## src/rtl/mux_scan_ctrl_if.sv

```systemverilog
// Frame handshake between the scan controller and its downstream consumer.
interface mux_scan_ctrl_if;
    logic [3:0] frame_data;
    logic       frame_valid;
    logic       frame_ready;

    modport master (output frame_data, output frame_valid, input frame_ready);
    modport slave  (input frame_data, input frame_valid, output frame_ready);
endinterface

```

## src/rtl/mux_scan_ctrl.sv

```systemverilog
// Round-robin select/sample controller for mux_4_1; frame is ready N*DWELL edges after start.
// frame_valid/frame_data hold until frame_ready; backpressure stalls the scan indefinitely.
module mux_scan_ctrl #(
    parameter int DWELL = 4,
    parameter int CNT_W = 8
) (
    input  logic            clk,
    input  logic            rst,
    input  logic            start,
    input  logic            abort,
    input  logic [3:0]      enable_mask,
    input  logic            continuous,
    input  logic            y_in,
    output logic            sel0,
    output logic            sel1,
    output logic            busy,
    mux_scan_ctrl_if.master frame
);

    typedef enum logic [1:0] {
        IDLE   = 2'd0,
        SELECT = 2'd1,
        OUTPUT = 2'd2
    } state_t;

    localparam logic [CNT_W-1:0] LAST = CNT_W'(DWELL - 1);

    state_t           state;
    logic [CNT_W-1:0] cnt;
    logic [3:0]       mask_q;
    logic [1:0]       ch;
    logic [3:0]       data_q;
    logic             valid_q;

    function automatic logic [1:0] lowest(input logic [3:0] m);
        logic [1:0] r;
        r = 2'd0;
        for (int i = 3; i >= 0; i--) begin
            if (m[i]) r = 2'(i);
        end
        return r;
    endfunction

    // Next enabled channel strictly above cur; only meaningful when has_higher is true.
    function automatic logic [1:0] next_higher(input logic [3:0] m, input logic [1:0] cur);
        logic [1:0] r;
        r = cur;
        for (int i = 3; i >= 0; i--) begin
            if (m[i] && (i > int'(cur))) r = 2'(i);
        end
        return r;
    endfunction

    function automatic logic has_higher(input logic [3:0] m, input logic [1:0] cur);
        logic f;
        f = 1'b0;
        for (int i = 0; i < 4; i++) begin
            if (m[i] && (i > int'(cur))) f = 1'b1;
        end
        return f;
    endfunction

    always_ff @(posedge clk or posedge rst) begin
        if (rst) begin
            state   <= IDLE;
            cnt     <= '0;
            mask_q  <= 4'd0;
            ch      <= 2'd0;
            data_q  <= 4'd0;
            valid_q <= 1'b0;
            busy    <= 1'b0;
        end else if (abort) begin
            state   <= IDLE;
            cnt     <= '0;
            ch      <= 2'd0;
            valid_q <= 1'b0;
            busy    <= 1'b0;
        end else begin
            case (state)
                IDLE: begin
                    if (start && (enable_mask != 4'd0)) begin
                        mask_q <= enable_mask;
                        data_q <= 4'd0;
                        ch     <= lowest(enable_mask);
                        cnt    <= '0;
                        busy   <= 1'b1;
                        state  <= SELECT;
                    end
                end
                SELECT: begin
                    if (cnt == LAST) begin
                        data_q[ch] <= y_in;
                        cnt        <= '0;
                        if (has_higher(mask_q, ch)) begin
                            ch <= next_higher(mask_q, ch);
                        end else begin
                            valid_q <= 1'b1;
                            state   <= OUTPUT;
                        end
                    end else begin
                        cnt <= cnt + 1'b1;
                    end
                end
                OUTPUT: begin
                    if (frame.frame_ready) begin
                        valid_q <= 1'b0;
                        cnt     <= '0;
                        // Continuous mode restarts straight from the handshake edge.
                        if (continuous && (enable_mask != 4'd0)) begin
                            mask_q <= enable_mask;
                            data_q <= 4'd0;
                            ch     <= lowest(enable_mask);
                            state  <= SELECT;
                        end else begin
                            ch    <= 2'd0;
                            busy  <= 1'b0;
                            state <= IDLE;
                        end
                    end
                end
                default: begin
                    state   <= IDLE;
                    cnt     <= '0;
                    ch      <= 2'd0;
                    valid_q <= 1'b0;
                    busy    <= 1'b0;
                end
            endcase
        end
    end

    assign sel0              = ch[0];
    assign sel1              = ch[1];
    assign frame.frame_data  = data_q;
    assign frame.frame_valid = valid_q;

endmodule

```

## src/flat_wrapper.sv

```systemverilog
// flat-port wrapper written by rule: the top's interface ports become plain ports
module mux_scan_ctrl_flat 
#(
    parameter int DWELL = 4,
    parameter int CNT_W = 8
)
  (clk, rst, start, abort, enable_mask, continuous, y_in, sel0, sel1, busy, frame_frame_data, frame_frame_valid, frame_frame_ready);
  mux_scan_ctrl_if frame_i ();
  input  logic clk;
  input  logic rst;
  input  logic start;
  input  logic abort;
  input  logic [3:0] enable_mask;
  input  logic continuous;
  input  logic y_in;
  output logic sel0;
  output logic sel1;
  output logic busy;
  output wire logic [$bits(frame_i.frame_data)-1:0] frame_frame_data;
  output wire logic [$bits(frame_i.frame_valid)-1:0] frame_frame_valid;
  input wire logic [$bits(frame_i.frame_ready)-1:0] frame_frame_ready;
  assign frame_frame_data = frame_i.frame_data;
  assign frame_frame_valid = frame_i.frame_valid;
  assign frame_i.frame_ready = frame_frame_ready;
  mux_scan_ctrl #(.DWELL(DWELL), .CNT_W(CNT_W)) u_core (.clk(clk), .rst(rst), .start(start), .abort(abort), .enable_mask(enable_mask), .continuous(continuous), .y_in(y_in), .sel0(sel0), .sel1(sel1), .busy(busy), .frame(frame_i));
endmodule
```

## config.mk

```make
export PLATFORM = sky130hd
export DESIGN_NAME = mux_scan_ctrl_flat
export DESIGN_NICKNAME = d
export VERILOG_FILES = /design/src/rtl/mux_scan_ctrl_if.sv /design/src/rtl/mux_scan_ctrl.sv /design/src/flat_wrapper.sv
export SDC_FILE = /design/constraint.sdc
export NUM_CORES = 1
export LEC_CHECK = 0
export BUFFER_PORTS_ARGS = -buffer_cell sky130_fd_sc_hd__buf_2
export CORE_UTILIZATION = 50
export CTS_CLUSTER_SIZE = 28
export DETAILED_ROUTE_END_ITERATION = 8
export PLACE_DENSITY = 0.71
export SETUP_SLACK_MARGIN = 0.5
export SYNTH_ARGS = -nofsm -noshare
export SYNTH_HDL_FRONTEND = slang
export SYNTH_SLANG_ARGS = --single-unit
```

## constraint.sdc

```tcl
create_clock -name clk -period 4.1 [get_ports clk]
set_clock_uncertainty 0.15 [all_clocks]
set_input_delay 0.205 -clock clk [delete_from_list [all_inputs] [get_ports clk]]
set_output_delay 0.205 -clock clk [all_outputs]
set_load 0.03 [all_outputs]
```

==> results of run 1 <==
-- power breakdown --
group | internal [mW] | switching [mW] | total, mW
logic | 0.0598 | 0.0846 | 0.144
registers | 0.229 | 0.0291 | 0.258
clock network | 0.0379 | 0.0609 | 0.0987
-- worst max-delay path: stages, from the launching register on --
cell      delay [ps]
dfrtp_1          420
ha_1             230
nor4b_4          330
a21oi_4          160
a311oi_2         340
mux2_1           360
-- layout make-up --
class / instances / share of cell area (%)
Clock buffer: 4 / 1.83
Tap cell: 30 / 2.62
Sequential cell: 21 / 36.7
Inverter: 6 / 1.57
Timing Repair Buffer: 19 / 6.99
Multi-Input combinational cell: 99 / 50.3
-- metrics by stage --
step / cell area (um^2) / hold WS, ps
2_1_floorplan: 1300 / 31.5
3_3_place_gp: 1400 / 246
3_5_place_dp: 1400 / 249
4_1_cts: 1430 / 14.0
5_1_grt: 1430 / 27.7
6_report: 1430 / 30.1
-- worst paths after layout --
path,start,end,slack (ps),cells past startpoint
worst max-delay path,u_core.cnt[0],u_core.ch[0],2000,5
worst min-delay path,enable_mask[2],u_core.mask_q[2],30,2
worst max register to register,u_core.cnt[0],u_core.ch[0],2000,5
worst min register to register,u_core.frame.frame_data[1],u_core.frame.frame_data[1],350,1
max in group asynchronous,rst,u_core.frame.frame_valid,2880,3
min in group asynchronous,rst,u_core.frame.frame_data[0],430,3
-- registers in the layout, summed over array words and instances (netlist names) --
name                      count
u_core.cnt                    8
u_core.state                  2
u_core.frame.frame_data       4
u_core.ch                     2
u_core.frame.frame_valid      1
u_core.mask_q                 3
u_core.busy                   1
-- synth_stat cells, types with 2 or more instances --
cell type / n / area share [%]
nor2_1: 9 / 2.6
clkbuf_1: 2 / 0.58
and2_1: 3 / 1.4
o2bb2ai_1: 2 / 1.3
o21ai_0: 5 / 1.9
o211ai_1: 2 / 1.2
mux2_1: 4 / 3.5
a22o_1: 3 / 2.0
nand2b_1: 4 / 1.9
a221oi_1: 2 / 1.3
or2_2: 2 / 0.96
nor2b_1: 4 / 1.9
nand2_1: 5 / 1.4
inv_1: 6 / 1.7
a21oi_1: 7 / 2.7
nand3_1: 5 / 1.9
or3_1: 4 / 1.9
a21oi_4: 2 / 2.5
and3_1: 2 / 0.96
o21ai_1: 4 / 1.5
a32o_1: 2 / 1.5
a21o_1: 3 / 1.7
o21bai_1: 2 / 1.2
dfrtp_1: 21 / 40
buf_6: 2 / 1.7
-- layer usage --
layer | wire length (um) | part of all wire, % | GRT usage [%] | vias up
met2 | 1250 | 48 | 34.6 | 14
met5 | 0 | 0 | 0 | -
met1 | 1300 | 50 | 29.1 | 525
met3 | 50 | 1.9 | 3.74 | 2
met4 | 20 | 0.77 | 8.77 | 0
li1 | - | - | - | 534
-- cell usage in the layout (no fill, tap or decap), drive strengths merged, types with 2 or more instances in the layout --
master | Yosys | final
a21o | 3 | 3
a21oi | 9 | 9
a221oi | 3 | 3
a22o | 3 | 3
a32o | 2 | 2
and2 | 3 | 3
and3 | 2 | 2
buf | 2 | 18
clkbuf | 2 | 4
dfrtp | 21 | 21
inv | 6 | 6
mux2 | 5 | 5
nand2 | 5 | 5
nand2b | 4 | 4
nand3 | 5 | 5
nor2 | 9 | 9
nor2b | 4 | 4
nor3 | 2 | 2
o211ai | 3 | 3
o21ai | 9 | 9
o21bai | 2 | 2
o2bb2ai | 2 | 2
or2 | 2 | 2
or3 | 4 | 4
-- cells by family (layout without fill, tap and decap cells) --
family	Yosys count	in the layout	synth area share, %
DFF	21	21	40.5
muxes	6	6	5.11
adders and majority gates	1	1	0.963
buffers and inverters	10	29	4.05
AOI/OAI and AO/OA	46	46	27.8
and+or+nand+nor	46	46	21.6
-- what timing repair did --
item / 4_1_cts / 5_1_grt
hold buffers: 1 / 0
buffers inserted: 0 / 0
endpoints found under the hold margin: 21 / 0
endpoints found under the setup margin: 0 / 0
==> results.yml, run 1 <==
outcome:
  status: "finished, final reports clean"
timing:
  rsz0062_at_grt: "false"
  finalSetupTns_ps: 0
  setup_viol: 0
  timing.slew.headroom_pct: 46.8
  hold_viol_final: 0
  tightest_slew_ps: 797
  setup_slack_ps: 2000
  max_freq_mhz: 477
  maxSlewViolCount: 0
  fin_crit_ps: 2100
  finalCritPeriodShare_pct: 51.2
final_layout:
  stdcell_count: 179
  multiInputGateArea_um2: 721
  seqCellArea_um2: 526
  final_core_util_pct: 58.4
  syn_to_final_growth_pct: 10.3
  filler_cell_count: 233
  layout-drive-gt1-share_pct: 22.1
  n_antenna_cell: 0
  fin_nets: 162
worst_setup_path:
  crit_path_end_kind: "register"
  worst_ep_required_time_ps: 4140
  worstSetupStartpointType: "register"
  critPathMaxFanout: 10
  cp.arrival_ps: 2140
  critical_path_class: "register to register"
die:
  core_area_mm2: 0.00245
  rows: 18
  io_pins: 19
  die_y_um: 53.0
  die_w_um: 53.0
  start_util_pct: 52.9
  dieArea_mm2: 0.00281
routing:
  detail_route.iter0.violations: 23
  vias_per_cell: 6.01
  vias: 1075
  wirelength_um: 2610
  drtPass1Iterations: 4
  avgRoutedWirePerCell_um: 14.6
  drc: 0
  postRouteAntennaNets: 0
global_routing:
  grt_pass1_wl_um: 4410
  overflow: 0
  grt_usage_pct: 21.8
  grt_pass1_vias: 996
  grt_max_degree: 22
  antenna_found_initial: 0
clock_network:
  ctsResizeCount: 0
  cts_buffer_depth: 2
  cts_root_buf: "clkbuf_4"
  clkLatencyLatePin_ps: 300
  cts_tree: "built"
  cts.sinks: 21
  h-tree-depth: 1
  numCtsBuffers: 3
  path_clk_slew_ps: 110
yosys:
  ys_ff_latch: 21
  synth.distinct_cells: 48
  syn-num-nets: 142
  ys_seq_area_share_pct: 40.5
  synthArstFlopShare_pct: 100
  syn-cell-area_mm2: 0.00130
  synth_enable_flop_cells: 0
  post_synth_inst_count: 130
  synth-main-ff-cell: "dfrtp_1"
  yosysWarnings: 0
  synth.avg_cell_area_um2: 9.99
power:
  p_total_uw: 501
  powerDensity_mw_per_mm2: 350
  irDropWorstVdd_mv: 0.216
  leakage_nw: 0.610
job:
  cap_violations: 0
placed_design:
  gp_congestion: 0.801
  dp_hpwl_um: 1930
  dpl_worst_slack_ps: 2020
  place_inst: 174
  numPortBuffers: 18
worst_hold_path:
  min_path_type: "primary input to register"
Note: power is estimated with default switching activity, not from simulation.
==> inputs of run 2 (changes only) <==
clock period = 2 ns   (was 4.1 ns; I/O delays follow)
==> results.yml, run 2 (synthesis gave the netlist of run 1 again) <==
worst_setup_path:
  critPathLaunch: "u_core.ch[1]"
  r2r_cells: 4
  timing.rr.start: "u_core.ch[1]"
  r2r_slack_ps: 150
  worstSetupStartpointType: "register"
  reg2reg_to: "u_core.ch[1]"
  crit_path_end_kind: "register"
  critical_path_class: "register to register"
  critPathMaxFanout: 10
  crit_path_end: "u_core.ch[1]"
  cp.arrival_ps: 1890
  worst_ep_required_time_ps: 2040
timing:
  holdWs_ps: 61.7
  timing.slew.headroom_pct: 44.4
  hold_viol_final: 0
  maxSlewViolCount: 0
  setup_viol: 0
  setup_slack_ps: 152
  max_freq_mhz: 541
  fin_crit_ps: 1850
  finalCritPeriodShare_pct: 92.4
  rsz0062_at_grt: "true"
  finalSetupTns_ps: 0
  tightest_slew_ps: 824
power:
  internal-power_uw: 761
  p_comb_share_pct: 37.7
  irDropWorstVdd_mv: 0.627
  seqPwrFrac_pct: 44.7
  powerDensity_mw_per_mm2: 648
  leakage_nw: 0.792
  p_clk_share_pct: 17.6
  p_total_mw: 1.19
  switchingPower_uw: 428
  swShare_pct: 36.0
routing:
  avgRoutedWirePerCell_um: 17.1
  wirelength_um: 3550
  vias: 1265
  vias_per_cell: 6.08
  drtPass1Iterations: 4
  detail_route.iter0.violations: 26
  drc: 0
  postRouteAntennaNets: 0
global_routing:
  grt_usage_pct: 27.1
  grt_max_degree: 22
  grt_pass1_vias: 1198
  antenna_found_initial: 0
  overflow: 0
  grt_pass1_wl_um: 5390
clock_network:
  clkLatencyLatePin_ps: 310
  h-tree-depth: 1
  cts.sinks: 21
  cts_root_buf: "clkbuf_4"
  cts_buffer_depth: 2
  path_clk_slew_ps: 100
  numCtsBuffers: 3
  cts_tree: "built"
die:
  io_pins: 19
  rows: 18
  die_y_um: 53.0
  die_w_um: 53.0
  start_util_pct: 52.9
  core_area_mm2: 0.00245
  dieArea_mm2: 0.00281
final_layout:
  final_core_util_pct: 74.7
  fin_nets: 191
  layout-drive-gt1-share_pct: 44.4
  largest_register: "u_core.cnt"
  largest_reg_flops: 8
  n_antenna_cell: 0
  syn_to_final_growth_pct: 41.1
  layout_common_cells: "18 x buf_2, 18 x dfrtp_1, 16 x buf_4, 8 x nor2_1"
job:
  cap_violations: 0
worst_hold_path:
  min_path_type: "primary input to register"
placed_design:
  dpl_worst_slack_ps: 60.5
  gp_congestion: 0.841
  numPortBuffers: 18
  dp_hpwl_um: 2070
outcome:
  status: "finished, final reports clean"
## run 2: layout make-up
class                   instances  area (um^2)
multi-input cells              99          858
fillers                       161          622
flip-flops and latches         21          529
repair buffers                 48          359
well taps                      30         37.5
clock buffers                   4         26.3
inverters                       6         22.5
## run 2: worst min path at each step
stage | from | endpoint | slack (ps) | cells after the start
6_report | abort | u_core.state[0] | 60 | 3
5_1_grt | abort | u_core.state[0] | 60 | 3
4_1_cts | abort | u_core.state[0] | 30 | 3
3_5_place_dp | rst | u_core.frame.frame_data[3] | 140 | 2
3_3_place_gp | rst | u_core.frame.frame_data[3] | 120 | 2
2_1_floorplan | rst | u_core.busy | -70 | 1
## run 2: critical path: stages, from the launching register on
cell,delay [ps]
dfrtp_1,540
nor2b_1,80
o21bai_1,420
a311oi_2,200
mux2_1,350
## run 2: power groups by stage
stage / registers [mW] / logic, mW / clock network, mW
2_1_floorplan: 0.555 / 0.224 / 0
3_3_place_gp: 0.530 / 0.331 / 0
3_5_place_dp: 0.534 / 0.339 / 0
4_1_cts: 0.526 / 0.396 / 0.212
5_1_grt: 0.537 / 0.484 / 0.234
6_report: 0.532 / 0.448 / 0.209
## run 2: layer usage
| layer | track usage, % | wire length [um] |
|---|---|---|
| met2 | 45.6 | 1780 |
| met5 | 0 | 0 |
| met4 | 11.4 | 95 |
| met3 | 6.03 | 184 |
| met1 | 33.0 | 1490 |
## run 2: stage by stage
step	instance area (um^2)	cells
global route	1830	208
detailed placement	1470	179
floorplan	1340	130
global placement	1470	179
CTS	1720	203
finish	1830	208
## run 2: timing repair
action	4_1_cts	5_1_grt
gates resized for setup	16	16
pin swaps	11	11
setup endpoints to repair	21	21
endpoints found under the hold margin	26	0
hold buffers	7	0
setup buffers	13	5
==> inputs of run 3 (changes only) <==
==> constraint.sdc (replaced) <==
create_clock -name clk -period 2 [get_ports clk]
set_clock_uncertainty 0.15 [all_clocks]
set_input_delay 0.3 -clock clk [delete_from_list [all_inputs] [get_ports clk]]
set_output_delay 0.3 -clock clk [all_outputs]
set_load 0.03 [all_outputs]
==> results.yml, run 3 (synthesis gave the netlist of run 1 again) <==
outcome:
  status: "finished, final reports clean"
worst_setup_path:
  critical_path_class: "register to register"
  timing.rr.start: "u_core.cnt[1]"
  worst_ep_required_time_ps: 2070
  r2r_slack_ps: 190
  crit_path_end_kind: "register"
  cp.arrival_ps: 1890
  worstSetupStartpointType: "register"
  critPathMaxFanout: 7
  reg2reg_to: "u_core.cnt[4]"
  r2r_cells: 7
timing:
  rsz0062_at_grt: "true"
  fin_crit_ps: 1810
  timing.slew.headroom_pct: 66.0
  maxSlewViolCount: 0
  setup_viol: 0
  max_freq_mhz: 552
  finalSetupTns_ps: 0
  setup_slack_ps: 188
  hold_viol_final: 0
  holdWs_ps: 120
  tightest_slew_ps: 504
  finalCritPeriodShare_pct: 90.6
global_routing:
  grt_pass1_wl_um: 4870
  overflow: 0
  grt_usage_pct: 24.5
  grt_max_degree: 22
  antenna_found_initial: 0
  grt_pass1_vias: 1072
routing:
  drc: 0
  avgRoutedWirePerCell_um: 16.9
  postRouteAntennaNets: 0
  wirelength_um: 3500
  detail_route.iter0.violations: 31
  vias: 1254
  drtPass1Iterations: 4
  vias_per_cell: 6.06
clock_network:
  cts_buffer_depth: 2
  cts_tree: "built"
  h-tree-depth: 1
  numCtsBuffers: 3
  cts_root_buf: "clkbuf_4"
  cts.sinks: 21
  path_clk_slew_ps: 130
  clkLatencyLatePin_ps: 330
placed_design:
  dp_hpwl_um: 2080
  place_inst: 181
  dpl_worst_slack_ps: 106
  numPortBuffers: 18
  gp_congestion: 0.782
  placed_cell_area_mm2: 0.00148
die:
  dieArea_mm2: 0.00281
  core_area_mm2: 0.00245
  die_y_um: 53.0
  rows: 18
  start_util_pct: 52.9
  io_pins: 19
  die_w_um: 53.0
power:
  powerDensity_mw_per_mm2: 660
  leakage_nw: 0.813
  p_total_mw: 1.22
  irDropWorstVdd_mv: 0.537
final_layout:
  filler_cell_count: 167
  n_antenna_cell: 0
  largest_reg_flops: 8
  final_common_cell: "buf_4"
  fin_nets: 190
  layout_common_cells: "18 x buf_4, 17 x buf_2, 17 x dfrtp_1, 10 x buf_6, 8 x nor2_1"
  final_core_util_pct: 75.2
  stdcell_count: 207
  layout-drive-gt1-share_pct: 49.2
  largest_register: "u_core.cnt"
  fin_area_mm2: 0.00185
  syn_to_final_growth_pct: 42.1
worst_hold_path:
  min_path_type: "primary input to register"
  holdCritStartpoint: "enable_mask[2]"
  min_delay_path_depth: 2
  hold-path-endpoint: "u_core.mask_q[2]"
job:
  cap_violations: 0
==> run 3: changes by cell type in the layout (fill, tap and decap cells not counted), sizes merged <==
cell and delta:
buf +5, dlygate4sd3 -6, clkbuf -1, clkinv +1
==> run 3: cell type report <==
| class | count | area (um^2) | area share (%) |
|---|---|---|---|
| clock buffers | 3 | 22.5 | 1.22 |
| clock inverters | 1 | 5.00 | 0.271 |
| inverters | 6 | 22.5 | 1.22 |
| multi-input cells | 99 | 870 | 47.1 |
| flip-flops and latches | 21 | 531 | 28.7 |
| well taps | 30 | 37.5 | 2.03 |
| repair buffers | 47 | 358 | 19.4 |
==> run 3: critical path: stages (launching register included) <==
cell     delay, ps
dfrtp_1        390
ha_2           190
nor4b_4        260
a21oi_4        100
buf_6          130
buf_8          130
a21o_1         170
a22o_1         190
==> run 3: where the power goes <==
group	switching (mW)	internal, mW
registers	0.0507	0.470
logic	0.245	0.232
clock network	0.145	0.0753
total	0.441	0.778
==> run 3: worst max path at each step <==
stage / startpoint / depth (start not counted) / slack (ps) / endpoint
final: u_core.cnt[1] / 7 / 190 / u_core.cnt[4]
after floorplan: u_core.cnt[0] / 5 / 140 / u_core.ch[0]
after detailed placement: enable_mask[0] / 6 / 110 / u_core.cnt[6]
after CTS: u_core.cnt[0] / 5 / 190 / u_core.ch[1]
after global placement: enable_mask[0] / 6 / 130 / u_core.cnt[6]
after global routing: u_core.cnt[5] / 4 / 140 / u_core.ch[1]
==> run 3: routing by layer <==
layer	GRT usage [%]	wire length, um	vias to the layer above	part of all wire, %
met5	0	0	-	0
met4	9.21	38	0	1.1
met3	3.74	114	3	3.3
met2	40.1	1780	34	51
met1	32.2	1570	625	45
li1	-	-	592	-
==> run 3: what timing repair did <==
item                       4_1_cts  5_1_grt
buffers inserted                14        6
setup endpoints to repair       23       23
hold endpoints to repair        21        0
pin swaps                       10       11
resized for setup               12       33
hold buffers                     1        0
cloned                           0        1
